==> config.mk <==
export PLATFORM = sky130hd
export DESIGN_NAME = hazard_ctrl
export DESIGN_NICKNAME = d
export VERILOG_FILES = /design/src/rtl/hazard_ctrl.sv
export SDC_FILE = /design/constraint.sdc
export NUM_CORES = 1
export LEC_CHECK = 0
export CAP_MARGIN = 20
export CORE_ASPECT_RATIO = 1.4
export CORE_UTILIZATION = 63
export CTS_CLUSTER_DIAMETER = 60
export DETAILED_ROUTE_END_ITERATION = 12
export DONT_BUFFER_PORTS = 1
export GPL_TIMING_DRIVEN = 0
export PLACE_DENSITY = 0.79
export REMOVE_ABC_BUFFERS = 1
export SLEW_MARGIN = 20
export SYNTH_ARGS = -nofsm -noshare
export SYNTH_HDL_FRONTEND = slang
export SYNTH_SLANG_ARGS = --single-unit
==> constraint.sdc <==
create_clock -name clk -period 2.8 [get_ports clk]
set_input_delay 0.28 -clock clk [delete_from_list [all_inputs] [get_ports clk]]
set_output_delay 0.28 -clock clk [all_outputs]
set_load 0.01 [all_outputs]
==> src/rtl/hazard_ctrl.sv <==
// hazard_ctrl: pipeline hazard detection (load-use, ID-stage branch, mult/div
// busy) producing hold/bubble, plus a mult/div busy sequencer and a
// saturating stall-cycle counter.
module hazard_ctrl #(
    parameter int unsigned MULT_CYCLES = 5,
    parameter int unsigned DIV_CYCLES  = 10
) (
    input  logic        clk,
    input  logic        reset,
    input  logic [31:0] insID,
    input  logic        memreadEX,
    input  logic        regwriteEX,
    input  logic [4:0]  wregEX,
    input  logic        memreadMEM,
    input  logic [4:0]  wregMEM,
    output logic        hold,
    output logic        bubble,
    output logic        mdbusy,
    output logic [31:0] stallcnt
);

    localparam int unsigned MAX_CYC = (MULT_CYCLES > DIV_CYCLES) ? MULT_CYCLES : DIV_CYCLES;
    localparam int unsigned CNT_W   = (MAX_CYC < 2) ? 1 : $clog2(MAX_CYC + 1);

    localparam logic [5:0] OP_RTYPE = 6'h00;
    localparam logic [5:0] OP_J     = 6'h02;
    localparam logic [5:0] OP_JAL   = 6'h03;
    localparam logic [5:0] OP_BEQ   = 6'h04;
    localparam logic [5:0] OP_BNE   = 6'h05;
    localparam logic [5:0] OP_LUI   = 6'h0F;
    localparam logic [5:0] OP_SW    = 6'h2B;

    localparam logic [5:0] FN_JR    = 6'h08;
    localparam logic [5:0] FN_MFHI  = 6'h10;
    localparam logic [5:0] FN_MFLO  = 6'h12;
    localparam logic [5:0] FN_MULT  = 6'h18;
    localparam logic [5:0] FN_MULTU = 6'h19;
    localparam logic [5:0] FN_DIV   = 6'h1A;
    localparam logic [5:0] FN_DIVU  = 6'h1B;

    typedef enum logic {
        S_IDLE = 1'b0,
        S_BUSY = 1'b1
    } state_t;

    state_t             r_state;
    state_t             w_state_nxt;
    logic [CNT_W-1:0]   r_cnt;
    logic [CNT_W-1:0]   w_cnt_nxt;
    logic [CNT_W-1:0]   w_cnt_load;
    logic               r_mdbusy;
    logic [31:0]        r_stallcnt;
    logic [31:0]        w_stallcnt_nxt;

    logic [5:0]         w_op;
    logic [4:0]         w_rs;
    logic [4:0]         w_rt;
    logic [5:0]         w_funct;
    logic               w_rtype;
    logic               w_is_jr;
    logic               w_is_md;
    logic               w_is_mf;
    logic               w_is_br;
    logic               w_uses_rs;
    logic               w_uses_rt;
    logic               w_match_ex;
    logic               w_match_mem;
    logic               w_load_use;
    logic               w_br_haz;
    logic               w_md_haz;
    logic               w_hazard;

    // Instruction field decode for the ID stage.
    assign w_op      = insID[31:26];
    assign w_rs      = insID[25:21];
    assign w_rt      = insID[20:16];
    assign w_funct   = insID[5:0];
    assign w_rtype   = (w_op == OP_RTYPE);
    assign w_is_jr   = w_rtype && (w_funct == FN_JR);
    assign w_is_mf   = w_rtype && ((w_funct == FN_MFHI) || (w_funct == FN_MFLO));
    assign w_is_md   = w_rtype && ((w_funct == FN_MULT) || (w_funct == FN_MULTU) ||
                                   (w_funct == FN_DIV)  || (w_funct == FN_DIVU));
    assign w_is_br   = (w_op == OP_BEQ) || (w_op == OP_BNE) || w_is_jr;
    assign w_uses_rs = !((w_op == OP_J) || (w_op == OP_JAL) || (w_op == OP_LUI) ||
                         (insID == 32'h0));
    assign w_uses_rt = (w_rtype && !w_is_jr && !w_is_mf) ||
                       (w_op == OP_BEQ) || (w_op == OP_BNE) || (w_op == OP_SW);

    // Source/destination matching; register 0 never matches.
    assign w_match_ex  = (w_uses_rs && (w_rs != 5'd0) && (w_rs == wregEX)) ||
                         (w_uses_rt && (w_rt != 5'd0) && (w_rt == wregEX));
    assign w_match_mem = (w_uses_rs && (w_rs != 5'd0) && (w_rs == wregMEM)) ||
                         (w_uses_rt && (w_rt != 5'd0) && (w_rt == wregMEM));

    // Hazard terms; hold and bubble are deliberately combinational.
    assign w_load_use = memreadEX && w_match_ex;
    assign w_br_haz   = w_is_br && ((regwriteEX && w_match_ex) || (memreadMEM && w_match_mem));
    assign w_md_haz   = (w_is_md || w_is_mf) && r_mdbusy;
    assign w_hazard   = w_load_use || w_br_haz || w_md_haz;

    assign hold     = w_hazard;
    assign bubble   = w_hazard;
    assign mdbusy   = r_mdbusy;
    assign stallcnt = r_stallcnt;

    // div/divu have funct[1] set; mult/multu have it clear.
    assign w_cnt_load = w_funct[1] ? CNT_W'(DIV_CYCLES) : CNT_W'(MULT_CYCLES);

    // Next-state logic for the mult/div sequencer and stall counter.
    always_comb begin
        w_state_nxt    = r_state;
        w_cnt_nxt      = r_cnt;
        w_stallcnt_nxt = r_stallcnt;
        unique case (r_state)
            S_IDLE: begin
                if (w_is_md && !w_hazard && (w_cnt_load != '0)) begin
                    w_state_nxt = S_BUSY;
                    w_cnt_nxt   = w_cnt_load;
                end
            end
            S_BUSY: begin
                if (r_cnt <= CNT_W'(1)) begin
                    w_state_nxt = S_IDLE;
                    w_cnt_nxt   = '0;
                end else begin
                    w_cnt_nxt   = r_cnt - CNT_W'(1);
                end
            end
            default: begin
                w_state_nxt = S_IDLE;
                w_cnt_nxt   = '0;
            end
        endcase
        if (w_hazard && (r_stallcnt != 32'hFFFF_FFFF)) begin
            w_stallcnt_nxt = r_stallcnt + 32'd1;
        end
    end

    // State, counter and registered busy flag; reset aborts any operation.
    always_ff @(posedge clk or posedge reset) begin
        if (reset) begin
            r_state    <= S_IDLE;
            r_cnt      <= '0;
            r_mdbusy   <= 1'b0;
            r_stallcnt <= 32'd0;
        end else begin
            r_state    <= w_state_nxt;
            r_cnt      <= w_cnt_nxt;
            r_mdbusy   <= (w_state_nxt == S_BUSY);
            r_stallcnt <= w_stallcnt_nxt;
        end
    end

endmodule

==> flow_summary.ini <==
[logic_synthesis]
synth_compound_area_share_pct = 17.74
synthTopCellsByCount = xor2_1 (38), dfrtp_1 (37), a211oi_1 (21), nand3_1 (21), nand2_1 (15)
synth_fa_ha_area_share_pct = 1.534
synth.distinct_cells = 44
synth_edf_count = 0
synth_top_family_by_area = simple AND/OR/NAND/NOR gates
synth.cell_area_um2 = 2447
ys_seq_area_share_pct = 37.83
synth_warnings = 0
syn_inst = 246
ys.flop_type = dfrtp_1
synthTopCellsByArea = dfrtp_1 (38%), xor2_1 (14%), a211oi_1 (6.4%)
synth_xor_area_share_pct = 18.61
synthMuxAreaShare_pct = 1.380
avgSynthCellArea_um2 = 9.949
synth.most_common_cell = xor2_1
ys_seq_elements = 37
async_reset_ff_share_pct = 100.0
synth_top_area_share_pct = 37.83
synth-simple-area-share_pct = 18.71
yosysTopAreaCell = dfrtp_1

[floorplanning]
die_h_um = 75.75
die_area_um2 = 4141
num_rows = 26
start_util_pct = 66.58
dieWidth_um = 54.68
core_um2 = 3676
io-pin-count = 82

[global_routing]
overflow = 0
grt_max_degree = 30
grtUsageTotal_pct = 26.66
grt_first_pass_wirelength_um = 7907
first_global_vias = 1851
antenna_found_initial = 0

[routing]
drt_first_pass_iters = 4
drc = 0
drt-initial-drc-count = 46
viasPerCell = 6.409
ant_nets = 0
wl_um = 4993
met1_length_um = 1898
top_layer = met4
wl_met3_um = 306
vias = 1865
wl_per_cell_um = 17.16
wl_met2_um = 2691

[clock_tree]
cts_tree = done
cts_buffer_depth = 2
cts_made_buffers = 5
cts.sinks = 37
cts_htree_levels = 2
worstSkewPairLatency_ps = 290
cts-root-buf = clkbuf_8
path_clk_slew_ps = 70

[layout]
area_growth_pct = 7.771
diodes = 0
finalNonFillerCells = 291
finalNetCount = 298
drive_above_1_share_pct = 14.46
fill_cells = 276

[placed_design]
dp_hpwl_um = 3692
gp_congestion = 0.7807
dp_cells = 280
portBuffers = 0
pre_cts_slack_ps = -355.2

[sta]
setup_viol = 0
worst_pin_slew_ps = 528.7
setup_tns_ps = 0
finalCriticalPeriod_ps = 2524
fin_crit_sh_pct = 90.16
rsz0062_at_grt = false
drv_slew = 0
max_freq_mhz = 396.1
clock_skew_ps = 7.593
hold_viol_final = 0
finalWorstSetupSlack_ps = 275.6
slew_headroom_pct = 64.45

[setup_path]
critPathCaptureType = flip-flop
cp_slowest_cell = or3_1
worstPathMaxFanout = 11
critPathMaxStageDelay_ps = 530
path_cells = and3_1 -> and3_1 -> nand4_1 -> or3_1 -> o21ai_4 -> a2111oi_2 -> xor2_1
critPathMostFrequentCell = and3_1
cp.required_ps = 2950
critical_path_class = reg -> reg
cp_top_family = simple AND/OR/NAND/NOR gates
cp-start-kind = flip-flop
cp.buffers_inverters = 0
arrival_ps = 2670

[power]
p_leak_nw = 1.184
vdd_ir_drop_max_mv = 0.3951
power_w = 0.001061
power.density_nw_per_um2 = 402.2

[min_path]
hp-class = in -> reg

[flow_run]
maxCapViolCount = 0

[status]
status = finished, final reports clean
## stage by stage
stage	instance area (µm²)	utilization [%]	hold WS (ps)
after floorplan	2382	-	430.5
final	2638	71.75	142.4
after CTS	2618	71.20	136.6
after detailed placement	2512	68.35	165.3
after global placement	2435	66.24	433.2
after global routing	2638	71.75	134.5
## cell type report
type / instances / area [µm²] / share of cell area [%]
Clock buffer: 6 / 72.57 / 2.751
Clock inverter: 2 / 10.01 / 0.3795
Inverter: 10 / 37.54 / 1.423
Multi-Input combinational cell: 188 / 1439 / 54.55
Sequential cell: 37 / 925.9 / 35.10
Tap cell: 42 / 52.55 / 1.992
Timing Repair Buffer: 6 / 100.1 / 3.795
## cells by family (layout without fill, tap and decap cells)
family | Yosys count | count (layout)
compound gates | 47 | 47
flops | 37 | 37
simple gates | 83 | 83
xor+xnor | 52 | 52
buf+inv | 21 | 24
mux | 3 | 3
fa+ha+maj | 3 | 3
## flip-flops by register name (all words and copies together), names as in the netlist
| register | count |
|---|---|
| stallcnt | 32 |
| r_cnt | 4 |
| mdbusy | 1 |
## final timing paths
kind,slack [ps],startpoint,depth (start not counted),to
hold reg to reg,550,stallcnt[4],1,stallcnt[4]
min in group asynchronous,410,reset,2,stallcnt[26]
max in group asynchronous,1950,reset,3,stallcnt[19]
setup / recovery,280,stallcnt[10],7,stallcnt[18]
setup reg to reg,280,stallcnt[10],7,stallcnt[18]
hold / removal,140,insID[1],1,r_cnt[3]
## power breakdown
group	internal, W	switching (W)	leakage (nW)	total [W]
registers	0.000558	0.0000426	0.497	0.000600
clock network	0.000172	0.000185	0.0450	0.000358
logic	0.0000547	0.0000480	0.643	0.000103
## worst reg2reg max path, stage by stage, from the launching register on
cell and delay, ps:
dfrtp_1 480, and3_1 240, and3_1 210, nand4_1 200, or3_1 530, o21ai_4 430
a2111oi_2 120, xor2_1 180
## timing repair
action | 4_1_cts | 5_1_grt
hold endpoints to repair | 14 | 0
cloned | 0 | 0
gates resized for setup | 3 | 1
hold buffers | 1 | 0
buffers inserted | 0 | 2
setup endpoints to repair | 16 | 20
## placed cells by master (no fill, tap or decap), types with 2 or more instances in the layout
master and n:
xor2_1 38, a2111oi_2 5, a31oi_1 3, buf_16 2, buf_4 2, xnor2_1 14
nand3_1 21, a211oi_2 2, and3_1 6, mux2_2 3, clkbuf_8 5, a211oi_1 21
a21oi_1 2, nor2_1 13, a211o_1 2, nand4_1 3, or4_1 3, o21ai_0 2
nor3b_2 2, and4b_1 2, dfrtp_1 37, nor3_1 7, inv_1 9, clkinv_2 2
a2111oi_4 2, nand2_1 15, ha_1 3
## per-layer routing
| layer | track usage (%) | vias up |
|---|---|---|
| met5 | 0 | - |
| met4 | 12.54 | 0 |
| met3 | 6.786 | 9 |
| met2 | 47.79 | 67 |
| met1 | 27.98 | 897 |
| li1 | - | 892 |
Note: power is estimated with default switching activity, not from simulation.
